### src/rtl/gate_sweep_checker_timer.sv
// rtl/gate_sweep_checker_timer.sv - per-vector hold counter, flags the last cycle of the hold window
module sweep_hold_timer #(
  parameter int HOLD = 5
) (
  input  logic clk,
  input  logic rst_n,
  input  logic i_clr,
  input  logic i_en,
  output logic o_last
);

  localparam int CW = (HOLD > 1) ? $clog2(HOLD) : 1;
  localparam logic [CW-1:0] LAST = CW'(HOLD - 1);

  logic [CW-1:0] r_cnt;

  // Counter parks on LAST so a missed clear can never wrap past the window.
  always_ff @(posedge clk or negedge rst_n) begin
    if (!rst_n) begin
      r_cnt <= '0;
    end else if (i_clr) begin
      r_cnt <= '0;
    end else if (i_en && !o_last) begin
      r_cnt <= r_cnt + 1'b1;
    end
  end

  assign o_last = (r_cnt == LAST);

endmodule

### config.mk
export PLATFORM = sky130hd
export DESIGN_NAME = sweep_hold_timer
export DESIGN_NICKNAME = d
export VERILOG_FILES = /design/src/rtl/gate_sweep_checker_timer.sv
export SDC_FILE = /design/constraint.sdc
export NUM_CORES = 1
export LEC_CHECK = 0
export CORE_AREA = 2 2 39 41
export CTS_CLUSTER_SIZE = 30
export DETAILED_ROUTE_END_ITERATION = 8
export DIE_AREA = 0 0 41 43
export SKIP_LAST_GASP = 1
export SLEW_MARGIN = 20
export SYNTH_ARGS = -nofsm -noshare
export SYNTH_HDL_FRONTEND = slang
export SYNTH_SLANG_ARGS = --single-unit
export TNS_END_PERCENT = 10
### constraint.sdc
create_clock -name clk -period 1.5 [get_ports clk]
set_clock_uncertainty 0.2 [all_clocks]
set_input_delay 0.3 -clock clk [delete_from_list [all_inputs] [get_ports clk]]
set_output_delay 0.3 -clock clk [all_outputs]
set_load 0.02 [all_outputs]
## Yosys cells after proc, flatten, opt, wreduce, memory -nomap -nowiden

Index checks and enable logic that the tools add are counted.

| storage, ports and cells | value |
|---|---|
| logic and storage cells | 8 |
| input bits | 4 |
| output and inout bits | 1 |
| register bits | 3 |

| operators by class | value |
|---|---|
| mux-type cells | 2 |
| reduce and logical (&&, ||, !) cells | 3 |
| $add $sub $neg | 1 |
| equal/unequal tests | 1 |

Operators by type and width:

| kind | number |
|---|---|
| $mux W3 | 2 |
| $add A3 B1 Y3 const B | 1 |
| $eq A3 B3 Y1 const B | 1 |
| $reduce_bool A2 Y1 | 1 |
| $logic_and A1 B1 Y1 | 1 |
| $logic_not A1 Y1 | 1 |

## Depth between registers and ports, before layout

Gate-level depths: netlist of the first run.

| depth | value |
|---|---|
| depth after elaboration | 5 |
| mapped depth | 4 |
| gate-level depth less buffers | 4 |

## Worst setup path before layout of the first run

OpenSTA, ideal clock, no wires.

| timing path | value |
|---|---|
| path kind | reg2reg |
| start point | register r_cnt[0] |
| end point | register r_cnt[0] |
| slack | 77 ps |
| period minus slack after synthesis | 1423 ps |
| data required time | 1175 ps |
| stages on the path, launching flop included | 5 |
| data arrival time | 1098 ps |
| library setup time | 125 ps |
| buffers on the path | 0 |
| path through | dfrtp_1 > inv_1 > ha_1 > a21boi_2 > mux2_4 |

| between the ends | value |
|---|---|
| longest elaborated chain between the ends | 4 |
| elaborated cells on any way between the ends | 7 |
| classes of those cells | add/sub (1); eq/ne (1); mux (2); reduce/logical (3) |

RTL lines:

| what | line | text |
|---|---|---|
| start, declared | 15 | `logic [CW-1:0] r_cnt;` |
| start signal, assigned | 24 | `r_cnt <= r_cnt + 1'b1;` |
| branches (longest 4 deep; another with $add A3 B1 Y3) | - |  |

Several ways; the timed one is not identified. The select of a mux whose other input is x is not followed.
A chain may end at the register's enable or synchronous reset.

## Worst setup path in the final report of the first run

| timing path | value |
|---|---|
| start point | register r_cnt[1] |
| end point | output o_last |

| between the ends | value |
|---|---|
| longest elaborated chain between the ends | 1 |

RTL lines:

| what | line | text |
|---|---|---|
| $eq A3 B3 Y1 | 28 | `assign o_last = (r_cnt == LAST);` |
| end, declared | 9 | `output logic o_last` |

No other way between the ends.

==> results.toml, run 1 <==
[worst_setup_path]
cp_slowest_stage_delay_ns = 0.36
crit_type = "flop to output port"
crit_arrival_ns = 1.05
crit_required_ns = 1.00
critPathLaunch = "r_cnt[1]"
r2r_cells = 5
r2r_start = "r_cnt[1]"
slowest_stage = "dfrtp_1"
start_kind = "flop"
cp-end-kind = "output port"
path_cells = "inv_1 > ha_2 > and2_4 > buf_6"
crit_fanout = 2

[synthesis]
ys.flop_type = "dfrtp_1"
synthSimpleGateAreaFrac = 0.227
synth_top_family_by_area = "simple AND/OR/NAND/NOR gates"
syn_avg_cell_area_um2 = 10.7
synth_area_leaders = "dfrtp_1, ha_1, mux2_4"
muxShareOfSynthArea = 0.130
synth_top_area_share = 0.390
synth_xor_area_frac = 0
synth_area_leader_cell = "dfrtp_1"
syn_nets = 24
syn_area_um2 = 193
synth_adder_area_share = 0.130
synthCells = 18
synth_compound_area_frac = 0.0844
synth_common_cells = "dfrtp_1, ha_1, inv_1, nand2b_1"
synthArstFlopShare = 1.00
synth-edff-count = 0
synth_seq_area_share = 0.390
yosys_warnings = 0
yosysUniqueCellTypes = 13
synth_seq_cells = 3
yosysMostFrequentCell = "dfrtp_1"

[clock_tree]
htreeDepth = 1
numClockSinks = 3
clk_latency_ns = 0.23
cts-root-buf = "clkbuf_4"
cts_buffer_depth = 2
cts_made_buffers = 3
cts_tree = "yes"
path_clk_slew_ns = 0.04

[route]
wl_per_cell_um = 6.96
drt_wl_total_um = 334
drc_errors = 0
vias = 162
ant_nets = 0
vias_per_cell = 3.38
drt-initial-drc-count = 0
dr.pass1.iters = 1

[place]
port_buffers = 4
place_inst = 42
routabilityCongestion = 0.622

[floorplan]
rows = 14
die_area_mm2 = 0.00176
io_pins = 5
die-width_um = 41
core_area_mm2 = 0.00138
die_y_um = 43
initial_core_util = 0.139

[sta]
max_freq_mhz = 644
hold_viol = 0
setup_violations = 1
grt_setup_unrepaired = "yes"
slew_violations = 0
tightestPinTransition_ns = 0.161
setup_tns_ns = -0.0538
fin_ws_ns = -0.0538
timing.final.crit_period_ns = 1.55
fin_hold_ws_ns = 0.0501
finalCritPeriodShare = 1.04
relSlewSlack = 0.892

[global_route]
grt_usage = 0.0462
grt_pass1_vias = 150
grt.overflow.total = 0
grt_max_degree = 6
antenna_found_initial = 0
grt_pass1_wl_um = 524

[cells_and_area]
instances_no_fill = 48
drive_gt1_frac = 0.438
multi_input_area_um2 = 115
top_register = "r_cnt"
nets = 39
syn2layout_area_growth_pct = 71.4
fin_util = 0.239
num_antenna_cells = 0
final-seq-area_um2 = 75.1
largest_register_ffs = 3
reg_top3 = "r_cnt x3"
fillers = 155

[power]
power_density_mw_per_mm2 = 874
ir_drop_mv = 0.401
finalPower_mw = 0.289
p_leak_nw = 0.160

[min_path]
min_path_type = "input pin to asynchronous set/reset pin"

[run_status]
status = "finished with violations"
violations = "negative setup slack"

[job]
cap_violations = 0
-- final timing paths --
check                           slack, ns  endpoint
max in group asynchronous            0.91  r_cnt[1]
worst min-delay path                 0.05  r_cnt[2]
worst max-delay path                -0.05    o_last
min in group clk                     0.52  r_cnt[2]
worst max register to register       0.01  r_cnt[0]
worst min register to register       0.52  r_cnt[2]
-- cell families (layout without fill, tap and decap cells) --
| logic type | count (synthesis) | in the layout |
|---|---|---|
| muxes | 2 | 2 |
| DFF | 3 | 3 |
| buffers and inverters | 2 | 16 |
| and+or+nand+nor | 7 | 7 |
| AOI/OAI and AO/OA | 2 | 2 |
| adders and majority gates | 2 | 2 |
-- placed cells by master, fill, tap and decap left out, types with 2 or more instances in the layout --
cell             instances
clkdlybuf4s50_1          3
buf_4                    6
inv_1                    2
dfrtp_1                  3
nand2b_1                 2
clkbuf_4                 3
-- metrics by stage --
stage	setup slack, ns	area (µm²)
2_1_floorplan	0.0769	193
3_3_place_gp	-0.329	283
3_5_place_dp	-0.335	283
4_1_cts	-0.0675	330
5_1_grt	-0.118	330
6_report	-0.0538	330
-- area by class of cell --
cell class	count	share of cell area
Inverter	2	0.0227
Clock buffer	4	0.0795
Sequential cell	3	0.227
Multi-Input combinational cell	13	0.348
Timing Repair Buffer	10	0.261
Tap cell	16	0.0606
-- metal layers --
| metal | GRT usage | wire length [µm] | up-vias | share of wire |
|---|---|---|---|---|
| li1 | - | - | 88 | - |
| met1 | 0.0514 | 163 | 69 | 0.49 |
| met2 | 0.0656 | 140 | 5 | 0.42 |
| met3 | 0.0471 | 31 | 0 | 0.093 |
| met4 | 0 | 0 | 0 | 0 |
| met5 | 0 | 0 | - | 0 |
-- critical path, delay by kind of cell, from the launching register on --
family / cells / cell delay [ns]
adders and majority gates: 1 / 0.17
buffers and inverters: 2 / 0.16
DFF: 1 / 0.36
and+or+nand+nor: 1 / 0.13
-- power by group --
part | internal, mW | total [mW] | leakage [nW] | switching, mW
Clock | 0.0994 | 0.137 | 0.0150 | 0.0381
Combinational | 0.0395 | 0.0617 | 0.105 | 0.0222
Sequential | 0.0869 | 0.0895 | 0.0404 | 0.00260
-- repair_timing --
item | CTS | global route
gates resized for setup | 8 | 0
setup endpoints to repair | 1 | 3
hold buffers | 0 | 0
buffers inserted | 2 | 0
pin swaps | 2 | 0
cloned | 0 | 0
Power figures use the tool's default switching activity.
==> run 2, diff against run 1 <==
- SETUP_SLACK_MARGIN: unset -> 0.3
==> run 2 against run 1 <==
Net effect:
- the run still ends with negative setup slack left
- die area is the same
- first-iteration DRC count is the same
- combinational power increased by 1%
- register-to-register slack got worse by 0.02 ns
- sequential power increased by 1%
- via count up 2.5%
- cell area decreased by 1.5%
- largest cell class unchanged
- largest power group unchanged
==> results.toml, run 2 (synthesis results as in run 1) <==
[sta]
grt_setup_unrepaired = "yes"
hold_viol = 0
slew_violations = 0
relSlewSlack = 0.881
max_freq_mhz = 649
tightestPinTransition_ns = 0.178
fin_ws_ns = -0.0411
setup_violations = 2
fin_hold_ws_ns = 0.0565
finalCritPeriodShare = 1.03
timing.final.crit_period_ns = 1.54
setup_tns_ns = -0.0461

[power]
power_density_mw_per_mm2 = 909
ir_drop_mv = 0.389
p_leak_nw = 0.152

[clock_tree]
cts_buffer_depth = 2
htreeDepth = 1
cts_made_buffers = 3
cts_tree = "yes"
path_clk_slew_ns = 0.04
cts-root-buf = "clkbuf_4"
numClockSinks = 3
clk_latency_ns = 0.23
postCtsHoldBufs = 0

[floorplan]
die_y_um = 43
die_area_mm2 = 0.00176
die-width_um = 41
initial_core_util = 0.139
core_area_mm2 = 0.00138
io_pins = 5
rows = 14

[global_route]
grt_max_degree = 6
grt_pass1_vias = 192
grt_usage = 0.0613
grt_pass1_wl_um = 690
antenna_found_initial = 0
grt.overflow.total = 0

[route]
drc_errors = 0
drt-initial-drc-count = 0
vias = 166
drt_wl_total_um = 406
vias_per_cell = 3.61
ant_nets = 0
wl_per_cell_um = 8.83
dr.pass1.iters = 1

[place]
post-place-ws_ns = -0.342
port_buffers = 4
routabilityCongestion = 0.578
placed_area_um2 = 278
post-dp-hpwl_um = 317

[worst_setup_path]
crit_required_ns = 1.00
r2r_cells = 5
crit_arrival_ns = 1.04
cp-end-kind = "output port"
crit_fanout = 2
start_kind = "flop"
crit_type = "flop to output port"

[cells_and_area]
drive_gt1_frac = 0.467
multi_input_area_um2 = 125
mostFrequentLayoutCells = "buf_4, clkbuf_4, clkdlybuf4s50_1, dfrtp_1"
syn2layout_area_growth_pct = 68.8
largest_register_ffs = 3
top_register = "r_cnt"
reg_top3 = "r_cnt x3"
fillers = 157
nets = 37
num_antenna_cells = 0
final-seq-area_um2 = 75.1
fin_util = 0.235
final_common_cell = "buf_4"
final_area_um2 = 325

[min_path]
min_path_type = "input pin to asynchronous set/reset pin"

[run_status]
status = "finished with violations"
violations = "negative setup slack"

[job]
cap_violations = 0
## run 2: stage by stage
stage	instances	power, mW
global route	46	0.322
finish	46	0.296
floorplan	18	0.117
CTS	46	0.299
global placement	41	0.140
detailed placement	41	0.144
## run 2: critical path: stages (launching register included)
cell	delay, ns
dfrtp_1	0.38
inv_2	0.07
ha_4	0.13
and2_4	0.13
buf_6	0.10
## run 2: cell type report
class,count,share of cell area
multi-input combinational,13,0.385
sequential,3,0.231
timing repair buffer,8,0.219
clock buffer,4,0.0808
tap,16,0.0615
inverter,2,0.0231
## run 2: worst paths after layout
| kind | start | slack (ns) | end |
|---|---|---|---|
| max | r_cnt[0] | -0.04 | o_last |
| min | rst_n | 0.06 | r_cnt[2] |
| min in group clk | r_cnt[1] | 0.47 | r_cnt[1] |
| max in group asynchronous | rst_n | 0.88 | r_cnt[1] |
| max reg2reg | r_cnt[0] | -0.01 | r_cnt[0] |
| min reg2reg | r_cnt[1] | 0.47 | r_cnt[1] |
## run 2: repair_timing
item / 4_1_cts / 5_1_grt
setup endpoints to repair: 4 / 4
gates resized for setup: 7 / 3
pin swaps: 2 / 0
endpoints found under the hold margin: 0 / 0
buffers inserted: 1 / 0
## run 2: metal layers
| metal | vias up | track usage | wire, µm |
|---|---|---|---|
| li1 | 83 | - | - |
| met1 | 80 | 0.0452 | 156 |
| met2 | 3 | 0.119 | 232 |
| met3 | 0 | 0.0471 | 17 |
| met4 | 0 | 0 | 0 |
| met5 | - | 0 | 0 |
## run 2: where the power goes
part           switching (mW)  internal (mW)  leakage [nW]  total [mW]
registers             0.00361         0.0868        0.0404      0.0905
logic                  0.0245         0.0381        0.0968      0.0626
clock network          0.0428         0.0997        0.0150       0.143
total                  0.0709          0.225         0.152       0.296
